`config.mk`:
```
export PLATFORM = sky130hd
export DESIGN_NAME = hex_display_driver
export DESIGN_NICKNAME = d
export VERILOG_FILES = /design/src/rtl/hex_display_pkg.sv /design/src/rtl/seg7_decoder.sv /design/src/rtl/hex_display_driver.sv
export SDC_FILE = /design/constraint.sdc
export NUM_CORES = 1
export LEC_CHECK = 0
export CORE_UTILIZATION = 30
export CTS_BUF_LIST = sky130_fd_sc_hd__clkbuf_4 sky130_fd_sc_hd__clkbuf_8 sky130_fd_sc_hd__clkbuf_16
export DETAILED_ROUTE_END_ITERATION = 16
export GPL_TIMING_DRIVEN = 0
export MAX_ROUTING_LAYER = met4
export PLACE_DENSITY = 0.5
export SETUP_SLACK_MARGIN = 0.15
export SKIP_CTS_REPAIR_TIMING = 1
export SLEW_MARGIN = 20
export SYNTH_ARGS = -nofsm -noshare
export SYNTH_HDL_FRONTEND = slang
export SYNTH_SLANG_ARGS = --single-unit
```
`constraint.sdc`:
```
create_clock -name clk -period 2.1 [get_ports clk]
set_input_delay 0.21 -clock clk [delete_from_list [all_inputs] [get_ports clk]]
set_output_delay 0.21 -clock clk [all_outputs]
set_load 0.02 [all_outputs]
```
`src/rtl/hex_display_pkg.sv`:
```
// Shared types and segment encodings for the seven-segment hex display driver.
// Segment codes are active-low {g,f,e,d,c,b,a}.
package hex_display_pkg;

    typedef enum logic [1:0] {
        IDLE  = 2'd0,
        LOAD  = 2'd1,
        SHIFT = 2'd2,
        DONE  = 2'd3
    } state_t;

    localparam logic [6:0] SEG_BLANK = 7'h7F;
    localparam logic [6:0] SEG_DASH  = 7'h3F;

    // Digit-to-segment table; codes above 9 cannot come out of a valid BCD nibble.
    function automatic logic [6:0] seg_code(input logic [3:0] digit);
        case (digit)
            4'd0:    seg_code = 7'h40;
            4'd1:    seg_code = 7'h79;
            4'd2:    seg_code = 7'h24;
            4'd3:    seg_code = 7'h30;
            4'd4:    seg_code = 7'h19;
            4'd5:    seg_code = 7'h12;
            4'd6:    seg_code = 7'h02;
            4'd7:    seg_code = 7'h78;
            4'd8:    seg_code = 7'h00;
            4'd9:    seg_code = 7'h10;
            default: seg_code = SEG_BLANK;
        endcase
    endfunction

    // Double-dabble correction: any nibble >= 5 gets +3 before the next shift.
    function automatic logic [15:0] bcd_add3(input logic [15:0] bcd);
        logic [15:0] adj;
        adj = bcd;
        for (int i = 0; i < 4; i++) begin
            if (bcd[4*i +: 4] >= 4'd5)
                adj[4*i +: 4] = bcd[4*i +: 4] + 4'd3;
        end
        return adj;
    endfunction

endpackage

```
`src/rtl/seg7_decoder.sv`:
```
// Combinational BCD digit to active-low seven-segment decoder with a blank override.
module seg7_decoder
    import hex_display_pkg::*;
(
    input  logic [3:0] digit,
    input  logic       blank,
    output logic [6:0] seg
);

    // NOTE: every always_comb output gets a default first so no path leaves it unassigned (no latch).
    always_comb begin
        seg = SEG_BLANK;
        if (!blank)
            seg = seg_code(digit);
    end

endmodule

```
`src/rtl/hex_display_driver.sv`:
```
// Converts the CPU's reg_out value to four BCD digits with a double-dabble FSM and
// drives HEX3..HEX0, updating all digits together once per conversion.
module hex_display_driver
    import hex_display_pkg::*;
#(
    parameter int IN_WIDTH  = 64,
    parameter int BIN_BITS  = 14,
    parameter int MAX_VALUE = 9999,
    parameter bit BLANK_LZ  = 1'b1
) (
    input  logic                clk,
    input  logic                rst,
    input  logic [IN_WIDTH-1:0] value_in,
    output logic [6:0]          hex0,
    output logic [6:0]          hex1,
    output logic [6:0]          hex2,
    output logic [6:0]          hex3,
    output logic                busy,
    output logic                overflow
);

    localparam int CNT_W = $clog2(BIN_BITS);
    localparam logic [CNT_W-1:0] LAST_COUNT = CNT_W'(BIN_BITS - 1);

    state_t              state;
    logic [IN_WIDTH-1:0] last_val;
    logic                first;
    logic                ovf_n;
    logic [15:0]         bcd;
    logic [BIN_BITS-1:0] shifter;
    logic [CNT_W-1:0]    count;

    logic [15:0]         bcd_adj;
    logic [3:0]          blank;
    logic [3:0][6:0]     seg;

    assign bcd_adj = bcd_add3(bcd);

    // A digit is blanked only when it and every digit above it are zero; hex0 always shows.
    always_comb begin
        blank    = '0;
        blank[3] = BLANK_LZ && (bcd[15:12] == 4'd0);
        blank[2] = blank[3] && (bcd[11:8] == 4'd0);
        blank[1] = blank[2] && (bcd[7:4] == 4'd0);
    end

    for (genvar i = 0; i < 4; i++) begin : g_dec
        seg7_decoder u_dec (
            .digit (bcd[4*i +: 4]),
            .blank (blank[i]),
            .seg   (seg[i])
        );
    end

    // NOTE: sequential state uses non-blocking assignments so every register samples pre-edge values.
    always_ff @(posedge clk or negedge rst) begin
        if (!rst) begin
            state    <= IDLE;
            last_val <= '0;
            first    <= 1'b1;
            ovf_n    <= 1'b0;
            bcd      <= '0;
            shifter  <= '0;
            count    <= '0;
            busy     <= 1'b0;
            overflow <= 1'b0;
            hex0     <= SEG_BLANK;
            hex1     <= SEG_BLANK;
            hex2     <= SEG_BLANK;
            hex3     <= SEG_BLANK;
        end else begin
            case (state)
                IDLE: begin
                    if (first || value_in != last_val) begin
                        state <= LOAD;
                        busy  <= 1'b1;
                    end
                end
                LOAD: begin
                    // The shifter holds the snapshot; bits above BIN_BITS only feed the overflow flag.
                    last_val <= value_in;
                    ovf_n    <= (value_in > IN_WIDTH'(MAX_VALUE));
                    bcd      <= '0;
                    shifter  <= value_in[BIN_BITS-1:0];
                    count    <= '0;
                    state    <= SHIFT;
                end
                SHIFT: begin
                    {bcd, shifter} <= {bcd_adj, shifter} << 1;
                    count          <= count + 1'b1;
                    if (count == LAST_COUNT)
                        state <= DONE;
                end
                DONE: begin
                    if (ovf_n) begin
                        hex0 <= SEG_DASH;
                        hex1 <= SEG_DASH;
                        hex2 <= SEG_DASH;
                        hex3 <= SEG_DASH;
                    end else begin
                        hex0 <= seg[0];
                        hex1 <= seg[1];
                        hex2 <= seg[2];
                        hex3 <= seg[3];
                    end
                    overflow <= ovf_n;
                    first    <= 1'b0;
                    busy     <= 1'b0;
                    state    <= IDLE;
                end
                default: state <= IDLE;
            endcase
        end
    end

endmodule
```
==> flow_summary_export.csv <==
group,metric,value,unit
finish,fin_cells,1114,
clocking,root_buffer,"clkbuf_16",
synth,synth_cell_types,54,
sta,rsz0062_at_grt,"true",
synth,synth.net_count,762,
synth,synthCells,669,
placement,dpl.cell_count,1078,
global_routing,overflow,0,
floorplanning,io_pins,96,
sta,worst_pin_slew,0.5808,ns
power,p_int,5695,uW
sta,min_period_over_period,102.8,%
clocking,cts.clk_slew.worst_paths,0.06,ns
routing,wl,18.81,mm
global_routing,grt_usage,16.75,%
power,power.density,905.0,nW/um2
floorplanning,die_x,154.9,um
placement,dp_hpwl,13.93,mm
sta,drv_slew,0,
synth,synth_edf_count,0,
setup_path,worstPathRequired,2.40,ns
synth,yosysTopAreaCell,"dfrtp_1",
finish,drive_above_1_share,20.47,%
synth,synth_seq_cells,132,
synth,yosys_warnings,0,
min_path,hold_class,"in2reg",
synth,post_synth.cell_area_avg,10.48,um2
global_routing,grt_pass1_wl,29.64,mm
power,power_switching,2602,uW
finish,area_growth,30.72,%
global_routing,grt_pass1_vias,5241,
routing,drc,0,
power,p_clk_share,38.7,%
sta,finalCriticalPeriod,2.158,ns
sta,skew,0.01012,ns
power,p_sw_share,31.36,%
synth,synth_top_cell_area_share,36.75,%
sta,hold_viol,0,
synth,synth.cell_area,7013,um2
floorplanning,core,22780,um2
power,p_leak,0.003890,uW
finish,post-route-util,40.25,%
clocking,cts_tree,"done",
setup_path,critPathLaunchType,"flop",
clocking,cts_htree_levels,4,
floorplanning,start_util,30.79,%
finish,layout.nets,881,
sta,slew_headroom,61.28,%
setup_path,crit_fanout,3,
synth,async_flop_share,100.0,%
power,ir_drop,0.4263,mV
clocking,cts_buffer_depth,2,
placement,gp_congestion,0.8555,
global_routing,grt_start_max_net_pins,72,
run_status,violations,"setup timing",
sta,fmax,0.4634,GHz
global_routing,antenna_found_initial,0,
floorplanning,die_height,154.9,um
routing,dr_total_vias,5318,
clocking,cts_sinks,132,
power,power_frac_seq,35.2,%
routing,post_drt_wl_per_cell,16.88,um
finish,num_antenna_cells,0,
synth,synthTopCellsByCount,"dfrtp_1 (103), nor2_1 (65), a21oi_1 (63), mux2_2 (60), xor2_1 (37)",
setup_path,critPathKind,"reg2reg",
routing,drtPass1Iterations,4,
run_status,outcome,"finished with violations",
synth,synth_top_cells_by_area,"dfrtp_1 (37%), dfstp_2 (11%), mux2_2 (9.6%)",
floorplanning,die_area,23990,um2
clocking,clk-insertion-delay-late,0.42,ns
floorplanning,rows,55,
routing,met1_length,9.031,mm
flow_run,maxCapViolCount,0,
routing,initialDrtViolationCount,287,
synth,seq_area_frac_synth,47.62,%
routing,wl_met2,8.919,mm
synth,synth.most_common_cell,"dfrtp_1",
sta,finalSetupViolations,2,
clocking,numCtsBuffers,17,
placement,portBuffers,95,
setup_path,endpoint_kind,"flop",
power,pwr-share-comb,26.1,%
synth,synthFlopType,"dfrtp_1",
routing,routed_via_density,4.774,
routing,dr_wl_met3,735,um
routing,postRouteAntennaNets,0,
routing,top_layer_used,"met4",
setup_path,cp.arrival,2.46,ns
sta,final.setup.worst_slack,-0.05790,ns
-- per-stage QoR --
stage / setup WS [ns] / power [uW] / instance area, um2 / hold slack (ns) / TNS (ns)
finish: -0.05790 / 8297 / 9168 / 0.2896 / -0.09519
global route: -0.1432 / 8801 / 9168 / 0.3029 / -0.3173
CTS: -0.4602 / 8288 / 9017 / -0.2360 / -2.908
detailed placement: -0.8472 / 5024 / 8388 / 0.2218 / -3.041
global placement: -4.832 / 5033 / 8356 / 0.4614 / -587.24
floorplan: 0.2530 / 4373 / 7013 / -0.08559 / 0
-- layout by cell type (no fill, tap or decap), types with 27 or more instances in the layout --
master / n
mux2_2: 60
inv_1: 31
dfstp_2: 29
nor2_1: 65
xor2_1: 36
clkdlybuf4s50_1: 93
dfrtp_1: 102
o21ai_0: 27
a21oi_1: 63
-- power groups by stage --
stage                     Sequential, uW  Combinational, uW  Clock (uW)
after floorplan                     2930               1440           0
after global placement              2980               2050           0
after detailed placement            2980               2040           0
after CTS                           2930               2060        3290
after global routing                2950               2440        3410
final                               2920               2160        3210
-- kinds of logic (layout without fill, tap and decap cells) --
logic type / Yosys count / count (layout) / synth area share, %
AO/OA/AOI/OAI: 137 / 137 / 11.97
buffers and inverters: 65 / 197 / 3.693
XOR/XNOR: 55 / 55 / 6.869
adder cells (fa/ha/maj): 27 / 27 / 4.817
AND/OR/NAND/NOR: 177 / 177 / 13.04
multiplexers: 76 / 76 / 11.99
flip-flops: 132 / 132 / 47.62
-- worst paths after layout --
path / depth (start not counted) / startpoint / slack, ns / endpoint
worst max register to register: 6 / last_val[11] / -0.06 / state[1]
worst min-delay path: 3 / value_in[11] / 0.29 / shifter[11]
min in group asynchronous: 2 / rst / 0.36 / bcd[10]
worst min register to register: 2 / hex1[6] / 0.47 / hex1[6]
max in group asynchronous: 3 / rst / 1.02 / last_val[47]
worst max-delay path: 6 / last_val[11] / -0.06 / state[1]
-- worst max-delay path: stages, from the launching register on --
cell and delay [ns]:
dfrtp_1 0.39, xor2_1 0.16, nor4_2 0.39, nand4_1 0.25, nor4_4 0.33, a32oi_2 0.20
mux2_4 0.32
-- state kept, by name (all words and copies together) (netlist names), 2 cells and up --
name / count
state: 2
hex2: 7
count: 4
hex1: 7
hex0: 7
hex3: 7
bcd: 16
last_val: 64
shifter: 14
-- final cells by class --
| class | count | area (um2) |
|---|---|---|
| Multi-Input combinational cell | 472 | 3513 |
| Clock buffer | 19 | 446.7 |
| Fill cell | 2238 | 13610 |
| Timing Repair Buffer | 100 | 1018 |
| Sequential cell | 132 | 3341 |
| Inverter | 32 | 120.1 |
| Tap cell | 313 | 391.6 |
| Buffer | 33 | 153.9 |
| Clock inverter | 13 | 182.7 |
-- metal layers --
metal	global-route usage, %	vias to the layer above
met1	22.30	2598
met5	-	-
met2	26.08	114
met3	3.343	10
li1	-	2596
met4	4.149	0
(Power assumes the default switching activity.)
==> RTL edit, RTL diff (same settings) <==
`IN_WIDTH`: 64 -> 68.
--- a/src/rtl/hex_display_driver.sv
+++ b/src/rtl/hex_display_driver.sv
@@ -3,7 +3,7 @@
 module hex_display_driver
     import hex_display_pkg::*;
 #(
-    parameter int IN_WIDTH  = 64,
+    parameter int IN_WIDTH  = 68,
     parameter int BIN_BITS  = 14,
     parameter int MAX_VALUE = 9999,
     parameter bit BLANK_LZ  = 1'b1
Ports: changed (resized value_in); port bits go from 96 to 100. No check against the original RTL was run, so the function may have changed too.
==> RTL edit against the unedited design <==
  * The run still ends with negative setup slack left
  * Fmax shrank 2.2%
  * Sequential cell count grew 4
  * Global-route usage grew 0.25 points
  * Largest cell class unchanged
  * Design area grew 2.7%
  * Largest power group unchanged
  * Highest routed layer unchanged
  * Wire length grew 0.73%
  * Die area grew 2.2%
  * Count of clock-buffer cells in the layout shrank 2
  * First-iteration DRC count shrank 16%
  * Power grew 4.2%
  * Area after synthesis grew 2.2%
  * Worst setup slack lost 0.048 ns
  * Synthesized cell count shrank 1.2%
==> RTL edit: results (changes against the unedited design) <==
[run_status]
status = finished with violations  ; unchanged
violations = negative setup slack  ; unchanged

[final_layout]
seq_area_frac = 0.3656  ; was 0.3644
nNonClkInverters = 28  ; was 32
non_clock_buffer_count = 134  ; was 133
final-nonclk-buf-share = 0.1265  ; was 0.1279
nets = 880  ; was 881
fillers = 2314  ; was 2,238
seq_cells = 136  ; was 132
multi_input_cells = 466  ; was 472
largest_registers = last_val: 68 flops, bcd: 16 flops, shifter: 14 flops  ; was last_val: 64 flops, bcd: 16 flops, shifter: 14 flops

[hold_path]
min_path_type = input port to asynchronous set/reset pin  ; was input port to register

[logic_synthesis]
postSynthNetCount = 758  ; was 762
synth_cell_type_count = 49  ; was 54
synthMuxAreaShare = 0.1283  ; was 0.1199
synthAdderAreaFrac = 0.04714  ; was 0.04817
synth_common_cells = dfrtp_1 (107), mux2_2 (67), nor2_1 (55)  ; was dfrtp_1 (103), nor2_1 (65), a21oi_1 (63)
yosysSeqAreaShare = 0.4799  ; was 0.4762
synth_area_leaders = dfrtp_1 (37%), dfstp_2 (11%), mux2_2 (11%)  ; was dfrtp_1 (37%), dfstp_2 (11%), mux2_2 (9.6%)
synth_compound_area_frac = 0.1185  ; was 0.1197
synth_xor_area_frac = 0.07455  ; was 0.06869
synth_cells = 661  ; was 669

[power_and_ir_drop]
internal_power_mw = 5.929  ; was 5.695 mW
power_density_nw_per_um2 = 917.8  ; was 905.0 nW/um2
ir_worst_vdd_v = 0.0004808  ; was 0.0004263 V
power_sequential_mw = 3.06  ; was 2.92 mW
switching_share = 0.3140  ; was 0.3136
pg_clk_mw = 3.34  ; was 3.21 mW

[placed_design]
place_ws_ns = -0.7755  ; was -0.8472 ns
gp_congestion = 0.8038  ; was 0.8555
place_area_um2 = 8589  ; was 8388 um2
hpwlAfterDp_um = 13830  ; was 13,930 um
portBuffers = 99  ; was 95

[sta]
worst_slew_pin_slew_ns = 0.6382  ; was 0.5808 ns
setup_ws_ns = -0.1063  ; was -0.05790 ns
skew_ns = 0.008333  ; was 0.01012 ns
setup_viol_count_final = 2  ; unchanged
tns_ns = -0.1504  ; was -0.09519 ns

[detailed_routing]
dr_wl_met2_um = 9138  ; was 8919 um
drt_iter0_drc = 242  ; was 287
detail_route.wirelength.met1_um = 9018  ; was 9031 um
wl_um = 18950  ; was 18,810 um
drt_pass1_iterations = 5  ; was 4
wl_met3_um = 674  ; was 735 um

[global_routing]
use_met3 = 0.02575  ; was 0.03343
track_usage = 0.1700  ; was 0.1675
gr-usage-met2 = 0.2708  ; was 0.2608
grt_max_degree = 70  ; was 72
grt.met1_usage = 0.2255  ; was 0.2230

[critical_path]
worst_ep_arrival_time_ns = 2.50  ; was 2.46 ns
cp_slowest_stage_delay_ns = 0.42  ; was 0.39 ns
critPathSlowestCell = nor4_4  ; was dfrtp_1

[floorplan]
rows = 56  ; was 55

[RTL edit: changes by cell type after synthesis, sizes merged, moves of 3 or more]
cell    delta
o21ai      -4
mux2       +7
dfrtp      +4
xnor2      -3
nor3       -3
nor2      -10
o22a       +7
a21oi      -9
nor4       +4
inv        -5
a211oi     +3
xor2       +9
buf        -3
[RTL edit: final timing paths]
path	startpoint	to	slack (ns)	cells past startpoint
max in group asynchronous	rst	last_val[16]	1.01	3
worst min register to register	hex1[1]	hex1[1]	0.49	2
worst max-delay path	last_val[54]	state[1]	-0.11	6
worst max register to register	last_val[54]	state[1]	-0.11	6
worst min-delay path	rst	bcd[12]	0.36	2
min in group clk	value_in[33]	last_val[33]	0.46	3
[RTL edit: worst max-delay path, delay by kind of cell, from the launching register on]
kind / cells / cell delay (ns)
simple gates: 3 / 1.04
flops: 1 / 0.38
mux: 1 / 0.32
compound gates: 1 / 0.19
xor+xnor: 1 / 0.16
